<file path="config.mk">
export PLATFORM = sky130hd
export DESIGN_NAME = fsm_pulse_decoder
export DESIGN_NICKNAME = d
export VERILOG_FILES = /design/src/rtl/fsm_pulse_decoder.sv
export SDC_FILE = /design/constraint.sdc
export NUM_CORES = 1
export LEC_CHECK = 0
export CELL_PAD_IN_SITES_DETAIL_PLACEMENT = 2
export CELL_PAD_IN_SITES_GLOBAL_PLACEMENT = 2
export CORE_ASPECT_RATIO = 1.1
export CORE_MARGIN = 2
export CORE_UTILIZATION = 39
export DETAILED_ROUTE_END_ITERATION = 8
export GPL_TIMING_DRIVEN = 0
export PLACE_DENSITY_LB_ADDON = 0.1
export RECOVER_POWER = 100
export SETUP_SLACK_MARGIN = 0.15
export SYNTH_ARGS = -nofsm -noshare
export SYNTH_HDL_FRONTEND = slang
export SYNTH_SLANG_ARGS = --single-unit
export TNS_END_PERCENT = 100
</file>
<file path="constraint.sdc">
create_clock -name clk -period 5.29 [get_ports clk]
set_input_delay 1.058 -clock clk [delete_from_list [all_inputs] [get_ports clk]]
set_output_delay 1.058 -clock clk [all_outputs]
set_load 0.03 [all_outputs]
</file>
<file path="src/rtl/fsm_pulse_decoder.sv">
// Pulse-width line decoder: a 1-cycle high pulse is symbol 0, a 3-cycle high
// pulse is symbol 1, any other length is an error. Symbols are packed
// MSB-first into WIDTH-bit words; partial words are dropped on error or on an
// idle gap of GAP_TIMEOUT low samples.
module fsm_pulse_decoder #(
  parameter int WIDTH       = 8,
  parameter int GAP_TIMEOUT = 16
) (
  input  logic                       clk,
  input  logic                       rst,
  input  logic                       din,
  output logic                       sym_valid,
  output logic                       sym_bit,
  output logic                       word_valid,
  output logic [WIDTH-1:0]           word_data,
  output logic                       err,
  output logic                       abort,
  output logic [$clog2(WIDTH+1)-1:0] bit_count
);

  localparam int BCW = $clog2(WIDTH + 1);
  localparam int GW  = $clog2(GAP_TIMEOUT + 1);

  typedef enum logic [1:0] {
    IDLE  = 2'd0,
    HIGH  = 2'd1,
    DRAIN = 2'd2
  } state_t;

  state_t           state, state_n;
  logic [1:0]       run, run_n;
  logic [GW-1:0]    gap, gap_n;
  logic [WIDTH-1:0] shift, shift_n, shifted;
  logic [BCW-1:0]   cnt_n;
  logic [WIDTH-1:0] wdata_n;
  logic             sv_n, sb_n, wv_n, err_n, ab_n;
  logic             dec, dec_bit;

  // State, counters and all outputs are registered here.
  always_ff @(posedge clk or negedge rst) begin
    if (!rst) begin
      state      <= IDLE;
      run        <= '0;
      gap        <= '0;
      shift      <= '0;
      bit_count  <= '0;
      word_data  <= '0;
      sym_valid  <= 1'b0;
      sym_bit    <= 1'b0;
      word_valid <= 1'b0;
      err        <= 1'b0;
      abort      <= 1'b0;
    end else begin
      state      <= state_n;
      run        <= run_n;
      gap        <= gap_n;
      shift      <= shift_n;
      bit_count  <= cnt_n;
      word_data  <= wdata_n;
      sym_valid  <= sv_n;
      sym_bit    <= sb_n;
      word_valid <= wv_n;
      err        <= err_n;
      abort      <= ab_n;
    end
  end

  // Next-state, pulse measurement, classification and word assembly.
  always_comb begin
    state_n = state;
    run_n   = run;
    gap_n   = gap;
    shift_n = shift;
    cnt_n   = bit_count;
    wdata_n = word_data;
    sv_n    = 1'b0;
    sb_n    = 1'b0;
    wv_n    = 1'b0;
    err_n   = 1'b0;
    ab_n    = 1'b0;
    dec     = 1'b0;
    dec_bit = 1'b0;
    shifted = (shift << 1) | WIDTH'(dec_bit);

    case (state)
      IDLE: begin
        if (din) begin
          state_n = HIGH;
          run_n   = 2'd1;
          gap_n   = '0;
        end else begin
          if (gap != GW'(GAP_TIMEOUT)) gap_n = gap + 1'b1;
          // Fires only on the step into GAP_TIMEOUT; a saturated counter with
          // an empty word stays silent.
          if (gap == GW'(GAP_TIMEOUT - 1) && bit_count != '0) begin
            ab_n    = 1'b1;
            cnt_n   = '0;
            shift_n = '0;
          end
        end
      end
      HIGH: begin
        if (din) begin
          if (run == 2'd3) begin
            err_n   = 1'b1;
            cnt_n   = '0;
            shift_n = '0;
            state_n = DRAIN;
          end else begin
            run_n = run + 2'd1;
          end
        end else begin
          state_n = IDLE;
          gap_n   = GW'(1);
          if (run == 2'd2) begin
            err_n   = 1'b1;
            cnt_n   = '0;
            shift_n = '0;
          end else begin
            dec     = 1'b1;
            dec_bit = (run == 2'd3);
          end
        end
      end
      DRAIN: begin
        if (!din) begin
          state_n = IDLE;
          gap_n   = GW'(1);
        end
      end
      default: state_n = IDLE;
    endcase

    if (dec) begin
      shifted = (shift << 1) | WIDTH'(dec_bit);
      sv_n    = 1'b1;
      sb_n    = dec_bit;
      if (bit_count == BCW'(WIDTH - 1)) begin
        wv_n    = 1'b1;
        wdata_n = shifted;
        cnt_n   = '0;
        shift_n = '0;
      end else begin
        cnt_n   = bit_count + 1'b1;
        shift_n = shifted;
      end
    end
  end

endmodule

</file>
==> results.sh <==
export IMPL_final_setup_tns_ns=0
export IMPL_min_period_ns=3.08
export IMPL_yosys_top_cells_count="33 x dfrtp_1, 13 x inv_1, 12 x ha_1"
export IMPL_die_h_um=71.7
export IMPL_postLayoutCellArea_um2=1930
export IMPL_synthSimpleGateAreaFrac_pct=11.1
export IMPL_drt_pass1_iter_count=4
export IMPL_boundaryPins=20
export IMPL_drive_gt1_share_pct=12.0
export IMPL_clock_skew_ns=0.00276
export IMPL_synth_top_flop_cell="dfrtp_1"
export IMPL_wl_met3_um=103
export IMPL_maxCapViolations=1
export IMPL_p_switching_w=0.000394
export IMPL_worst_pin_slew_ns=1.83
export IMPL_htreeDepth=2
export IMPL_cts_resized=0
export IMPL_dpl_hpwl_um=2710
export IMPL_r2r_cells=7
export IMPL_synth_mux_area_share_pct=7.39
export IMPL_synth_xor_area_share_pct=0
export IMPL_grt_max_degree=34
export IMPL_synth_most_common_cell="dfrtp_1"
export IMPL_clock_power_share_pct=19.2
export IMPL_syn_area_um2=1630
export IMPL_reg2reg_from="state[1]"
export IMPL_nets=180
export IMPL_p_int_w=0.000574
export IMPL_drtIter0Drc=34
export IMPL_num_antenna_cells=0
export IMPL_hold_path_depth=1
export IMPL_postCtsSetupBuffers=0
export IMPL_track_usage_pct=18.9
export IMPL_cts_root_buf="clkbuf_8"
export IMPL_status="finished with violations"
export IMPL_wl_per_cell_um=17.5
export IMPL_synthCells=139
export IMPL_max_freq_mhz=325
export IMPL_r2r_end="bit_count[0]"
export IMPL_ys_async_sr_fraction_pct=100
export IMPL_min_from="word_data[4]"
export IMPL_place_area_um2=1880
export IMPL_end_kind="flop"
export IMPL_cts_buffer_depth=2
export IMPL_r2r_setup_slack_ns=2.77
export IMPL_grt_pass1_wl_um=6560
export IMPL_yosysWarnings=0
export IMPL_violations="max-capacitance violations, max-slew violations"
export IMPL_gr_total_overflow=0
export IMPL_gp_congestion=0.774
export IMPL_coreArea_um2=3990
export IMPL_synth_largest_area_cell="dfrtp_1"
export IMPL_hold_class="reg2reg"
export IMPL_routed_via_density=5.44
export IMPL_rows=24
export IMPL_p_sw_share_pct=40.7
export IMPL_critPathMaxFanout=10
export IMPL_highest_layer="met4"
export IMPL_clk_latency_ns=0.28
export IMPL_wl_met1_um=1650
export IMPL_antenna_found_initial=0
export IMPL_cts_hold_buffers=0
export IMPL_p_total_w=0.000968
export IMPL_p_seq_share_pct=40.0
export IMPL_start_util_pct=40.7
export IMPL_postLayoutCoreUtil_pct=48.4
export IMPL_grt_pass1_vias=1297
export IMPL_clk_pin_slew_worst_paths_ns=0.07
export IMPL_period_share_pct=58.2
export IMPL_die_x_um=65.6
export IMPL_cp_required_ns=5.46
export IMPL_cts_tree="done"
export IMPL_drc=0
export IMPL_syn_num_nets=154
export IMPL_min_to="word_data[4]"
export IMPL_synth_edf_count=0
export IMPL_portBuffers=19
export IMPL_synth_cell_type_count=36
export IMPL_ant_nets=0
export IMPL_p_comb_share_pct=40.8
export IMPL_met2_length_um=2040
export IMPL_power_density_nw_per_um2=500
export IMPL_synthToLayoutAreaGrowth_pct=19.0
export IMPL_startpoint_type="input pin"
export IMPL_seq_area_um2=826
export IMPL_cts_inserted_buffers=5
export IMPL_finalSetupViolations=0
export IMPL_hold_slack_ns=0.505
export IMPL_hold_violations=0
export IMPL_vias=1186
export IMPL_clock_sinks=33
export IMPL_arrival_ns=3.25
export IMPL_synth_top_area_share_pct=50.8
export IMPL_finalWirelength_um=3820
export IMPL_slew_viol_final=34
export IMPL_ys_ff_latch=33
export IMPL_vdd_drop_max_v=0.000224
export IMPL_ys_top_cells_by_area="dfrtp_1 51%, ha_1 9.2%, mux2_2 5.5%"
export IMPL_seq_area_frac_synth_pct=50.8
export IMPL_rsz0062_at_grt="no"
export IMPL_fill_cells=418
export IMPL_synth_compound_area_share_pct=16.9
export IMPL_critical_path_class="in2reg"
export IMPL_synth_top_family_by_area="compound AO/OA/AOI/OAI gates"
export IMPL_synth_area_per_cell_um2=11.7
export IMPL_multi_input_area_um2=702
export IMPL_synthAdderAreaFrac_pct=9.24
export IMPL_dieArea_um2=4700
export IMPL_cellLeakagePower_nw=0.982
export IMPL_slew_headroom_pct=-21.8
-- logic make-up after synthesis --
kind of cell,after synthesis
flops,33
simple gates,30
fa+ha+maj,12
mux,11
compound gates,36
buf+inv,17
-- critical path, cell delays in order --
cell	delay (ns)
dlygate4sd3_1	0.61
or3b_1	0.49
nor2_1	0.67
mux2_2	0.41
-- power groups by stage --
stage	Clock (W)	Sequential (W)	Combinational [W]
finish	0.000186	0.000387	0.000395
global route	0.000204	0.000399	0.000446
CTS	0.000191	0.000388	0.000421
detailed placement	0	0.000392	0.000412
global placement	0	0.000384	0.000391
floorplan	0	0.000413	0.000249
-- how the worst max path moves through the flow --
stage,from,endpoint,slack (ns),cells past startpoint
4_1_cts,bit_count[2],bit_count[2],2.76,1
2_1_floorplan,din,word_data[1],3.15,3
5_1_grt,din,word_data[7],2.12,4
3_3_place_gp,rst,gap[2],2.49,1
6_report,din,word_data[7],2.21,4
3_5_place_dp,din,gap[1],2.48,5
-- metal layers --
metal	up-vias	GRT usage [%]
met3	4	6.28
li1	547	-
met2	18	31.5
met5	-	0
met4	0	5.56
met1	617	23.2
-- flip-flops by register name (all words and copies together) (netlist names) --
signal and count:
abort 1, bit_count 4, err 1, gap 5, run 2, shift 7, state 2, sym_bit 1
sym_valid 1, word_data 8, word_valid 1
-- layout make-up --
| type | count | share of cell area, % |
|---|---|---|
| buffer | 3 | 1.16 |
| clock inverter | 2 | 0.517 |
| timing repair buffer | 19 | 9.51 |
| tap | 52 | 3.36 |
| sequential | 33 | 42.7 |
| clock buffer | 6 | 3.75 |
| multi-input combinational | 89 | 36.3 |
| inverter | 14 | 2.72 |
-- stage by stage --
step                worst slack [ns]  std cells
global placement                2.49        210
CTS                             2.76        218
floorplan                       3.15        139
global route                    2.12        218
finish                          2.21        218
detailed placement              2.48        210
-- placed cells by master, fill, tap and decap left out, types with 2 or more instances in the layout --
cell type	count
nand3b_1	2
nor2_1	5
nand3_1	4
a2111oi_0	2
mux2i_1	3
nor2b_1	3
a22o_1	10
nand2b_1	2
mux2_2	8
o21ai_0	8
ha_1	12
dfrtp_1	33
nand2_1	7
inv_1	13
clkbuf_1	3
a21oi_1	5
a41o_1	2
dlygate4sd3_1	18
o2bb2ai_1	2
clkbuf_8	5
clkinv_2	2
and2_1	2
Note: power is estimated with default switching activity, not from simulation.
==> patch: new RTL, config.mk and constraints unchanged <==
`shift` and `word_data` no longer have a reset.
--- a/src/rtl/fsm_pulse_decoder.sv
+++ b/src/rtl/fsm_pulse_decoder.sv
@@ -42,9 +42,7 @@
       state      <= IDLE;
       run        <= '0;
       gap        <= '0;
-      shift      <= '0;
       bit_count  <= '0;
-      word_data  <= '0;
       sym_valid  <= 1'b0;
       sym_bit    <= 1'b0;
       word_valid <= 1'b0;
@@ -54,15 +52,18 @@
       state      <= state_n;
       run        <= run_n;
       gap        <= gap_n;
-      shift      <= shift_n;
       bit_count  <= cnt_n;
-      word_data  <= wdata_n;
       sym_valid  <= sv_n;
       sym_bit    <= sb_n;
       word_valid <= wv_n;
       err        <= err_n;
       abort      <= ab_n;
     end
+  end
+
+  always_ff @(posedge clk) begin
+    shift     <= shift_n;
+    word_data <= wdata_n;
   end
 
   // Next-state, pulse measurement, classification and word assembly.
Function: same outputs for any inputs over 10 cycles, from zero or initial values and one cycle with rst low; that may be too few to reach the edited logic, so the function may still have changed.
==> patch against the original RTL <==
Critical path type unchanged; synthesized area is 2.6% lower; register-to-register slack worse by 0.32 ns; sequential share of layout area is 4.1 points higher; via count is 5.1% lower; non-clock buffer count is 1 lower; first-iteration DRC count is 47% lower; total power is 0.74% lower; clock skew is 0.0018 ns higher; global-route usage is 0.61 points higher; final area is 0.39% lower; largest cell class unchanged; worst setup slack worse by 0.28 ns; critical endpoint is now shift[2]$_SDFFCE_PP0P_; sequential cell count stayed put; wire length is 3.7% higher.
==> patch: results (changes against the original RTL) <==
asr flop ratio synth: 54.5% (-45 points)
synth unique cells: 35 (-2.8%)
Syn Nets: 151 (-1.9%)
DR iter-0 viols: 18 (-47%)
detailed placement HPWL: 2.95 mm (+9.1%)
htree depth: 2 (unchanged)
Layout Nets: 177 (-1.7%)
routed vias/inst: 5.26 (-3.3%)
Arr. time, crit path: 3.33 ns (+0.08 ns)
Syn. warnings: 0 (unchanged)
VDD IR max: 208 uV (-7.1%)
Pleak: 0.872 nW (-11%)
number of port buffers: 19 (unchanged)
crit path max-delay cell type: a311oi_1
via count: 1,126 (-5.1%)
share of layout cells above drive strength 1: 5.56% (-6.5 points)
Placed Cells: 206 (-1.9%)
first-pass GRT wire length: 6.54 mm (-0.30%)
final RePlAce weighted congestion: 0.767 (-0.87%)
fillers: 410 (-1.9%)
Tot GR Track Use: 19.5% (+0.61 points)
Commonest cells post-synth: dfrtp_1 (18), edfxtp_1 (15), inv_1 (15), ha_1 (13), nor2_1 (9)
Top Registers: word_data (8), shift (7), gap (5)
internal power: 603 uW (+5.0%)
actual slew at the worst max-slew pin: 0.966 ns (-0.862 ns)
register area share after synthesis: 56.9% (+6.1 points)
number of enable flip-flop cells after synthesis: 15 (+15)
Synth Area per Inst: 11.7 um^2 (+0.27%)
synth top area cells: dfrtp_1 (28%), edfxtp_1 (28%), ha_1 (10%), inv_1 (3.6%), and3_1 (3.2%)
vias in the first global route: 1,270 (-2.1%)
clk_skew: 0.00457 ns (+0.00180 ns)
Place WS: 2.20 ns (-0.278 ns)
status: finished, final reports clean
largest net degree at the start of global routing: 19 (-44%)
CP Max Fanout: 7 (-3)
Total Routed Length: 3.96 mm (+3.7%)
patch: routing by layer:
metal | track usage, % | wire [um] | vias to the layer above
met5 | 0 | 0 | -
met1 | 21.6 | 1570 | 571
met3 | 3.50 | 128 | 8
met2 | 35.6 | 2180 | 19
li1 | - | - | 528
met4 | 9.22 | 78 | 0
patch: cell type report:
type | instances | area, um^2 | area share (%)
Clock buffer | 6 | 72.6 | 3.77
Sequential cell | 33 | 901 | 46.8
Timing Repair Buffer | 19 | 190 | 9.87
Buffer | 2 | 8.76 | 0.455
Inverter | 16 | 60.1 | 3.12
Clock inverter | 2 | 33.8 | 1.75
Multi-Input combinational cell | 84 | 596 | 30.9
Tap cell | 52 | 65.1 | 3.38
patch: logic make-up (layout without fill, tap and decap cells):
family          count (synthesis)  in the layout  share of synthesized area [%]
compound gates                 29             29                           13.8
flops                          33             33                           56.9
buf+inv                        18             45                           4.35
mux                             2              2                           1.26
fa+ha+maj                      13             13                           10.3
simple gates                   40             40                           13.4
patch: path summary, 6_finish.rpt:
check	startpoint	end	slack, ns	depth (start not counted)
min reg2reg	shift[6]$_SDFFCE_PP0P_	word_data[7]$_DFFE_PP_	0.44	0
max reg2reg	state[0]$_DFFE_PN0P_	shift[2]$_SDFFCE_PP0P_	2.45	6
max	din	shift[2]$_SDFFCE_PP0P_	1.93	5
min	shift[6]$_SDFFCE_PP0P_	word_data[7]$_DFFE_PP_	0.44	0
min in group asynchronous	rst	word_valid$_DFF_PN0_	1.35	1
max in group asynchronous	rst	gap[3]$_DFFE_PN0P_	3.38	1
patch: power by group through the flow:
| stage | registers [mW] | logic (mW) | clock network (mW) |
|---|---|---|---|
| final | 0.403 | 0.324 | 0.234 |
| after global routing | 0.411 | 0.365 | 0.247 |
| after CTS | 0.404 | 0.347 | 0.239 |
| after detailed placement | 0.409 | 0.339 | 0 |
| after global placement | 0.396 | 0.314 | 0 |
| after floorplan | 0.411 | 0.212 | 0 |
patch: worst max-delay path, delay by kind of cell:
kind / cells / cell delay, ns
compound gates: 2 / 1.15
buf+inv: 2 / 0.95
simple gates: 1 / 0.17
patch: stage by stage:
step / hold WS [ns] / instance area (um^2)
6_report: 0.441 / 1930
5_1_grt: 0.463 / 1930
4_1_cts: 0.441 / 1940
3_3_place_gp: 0.404 / 1840
3_5_place_dp: 0.427 / 1840
2_1_floorplan: 0.400 / 1580
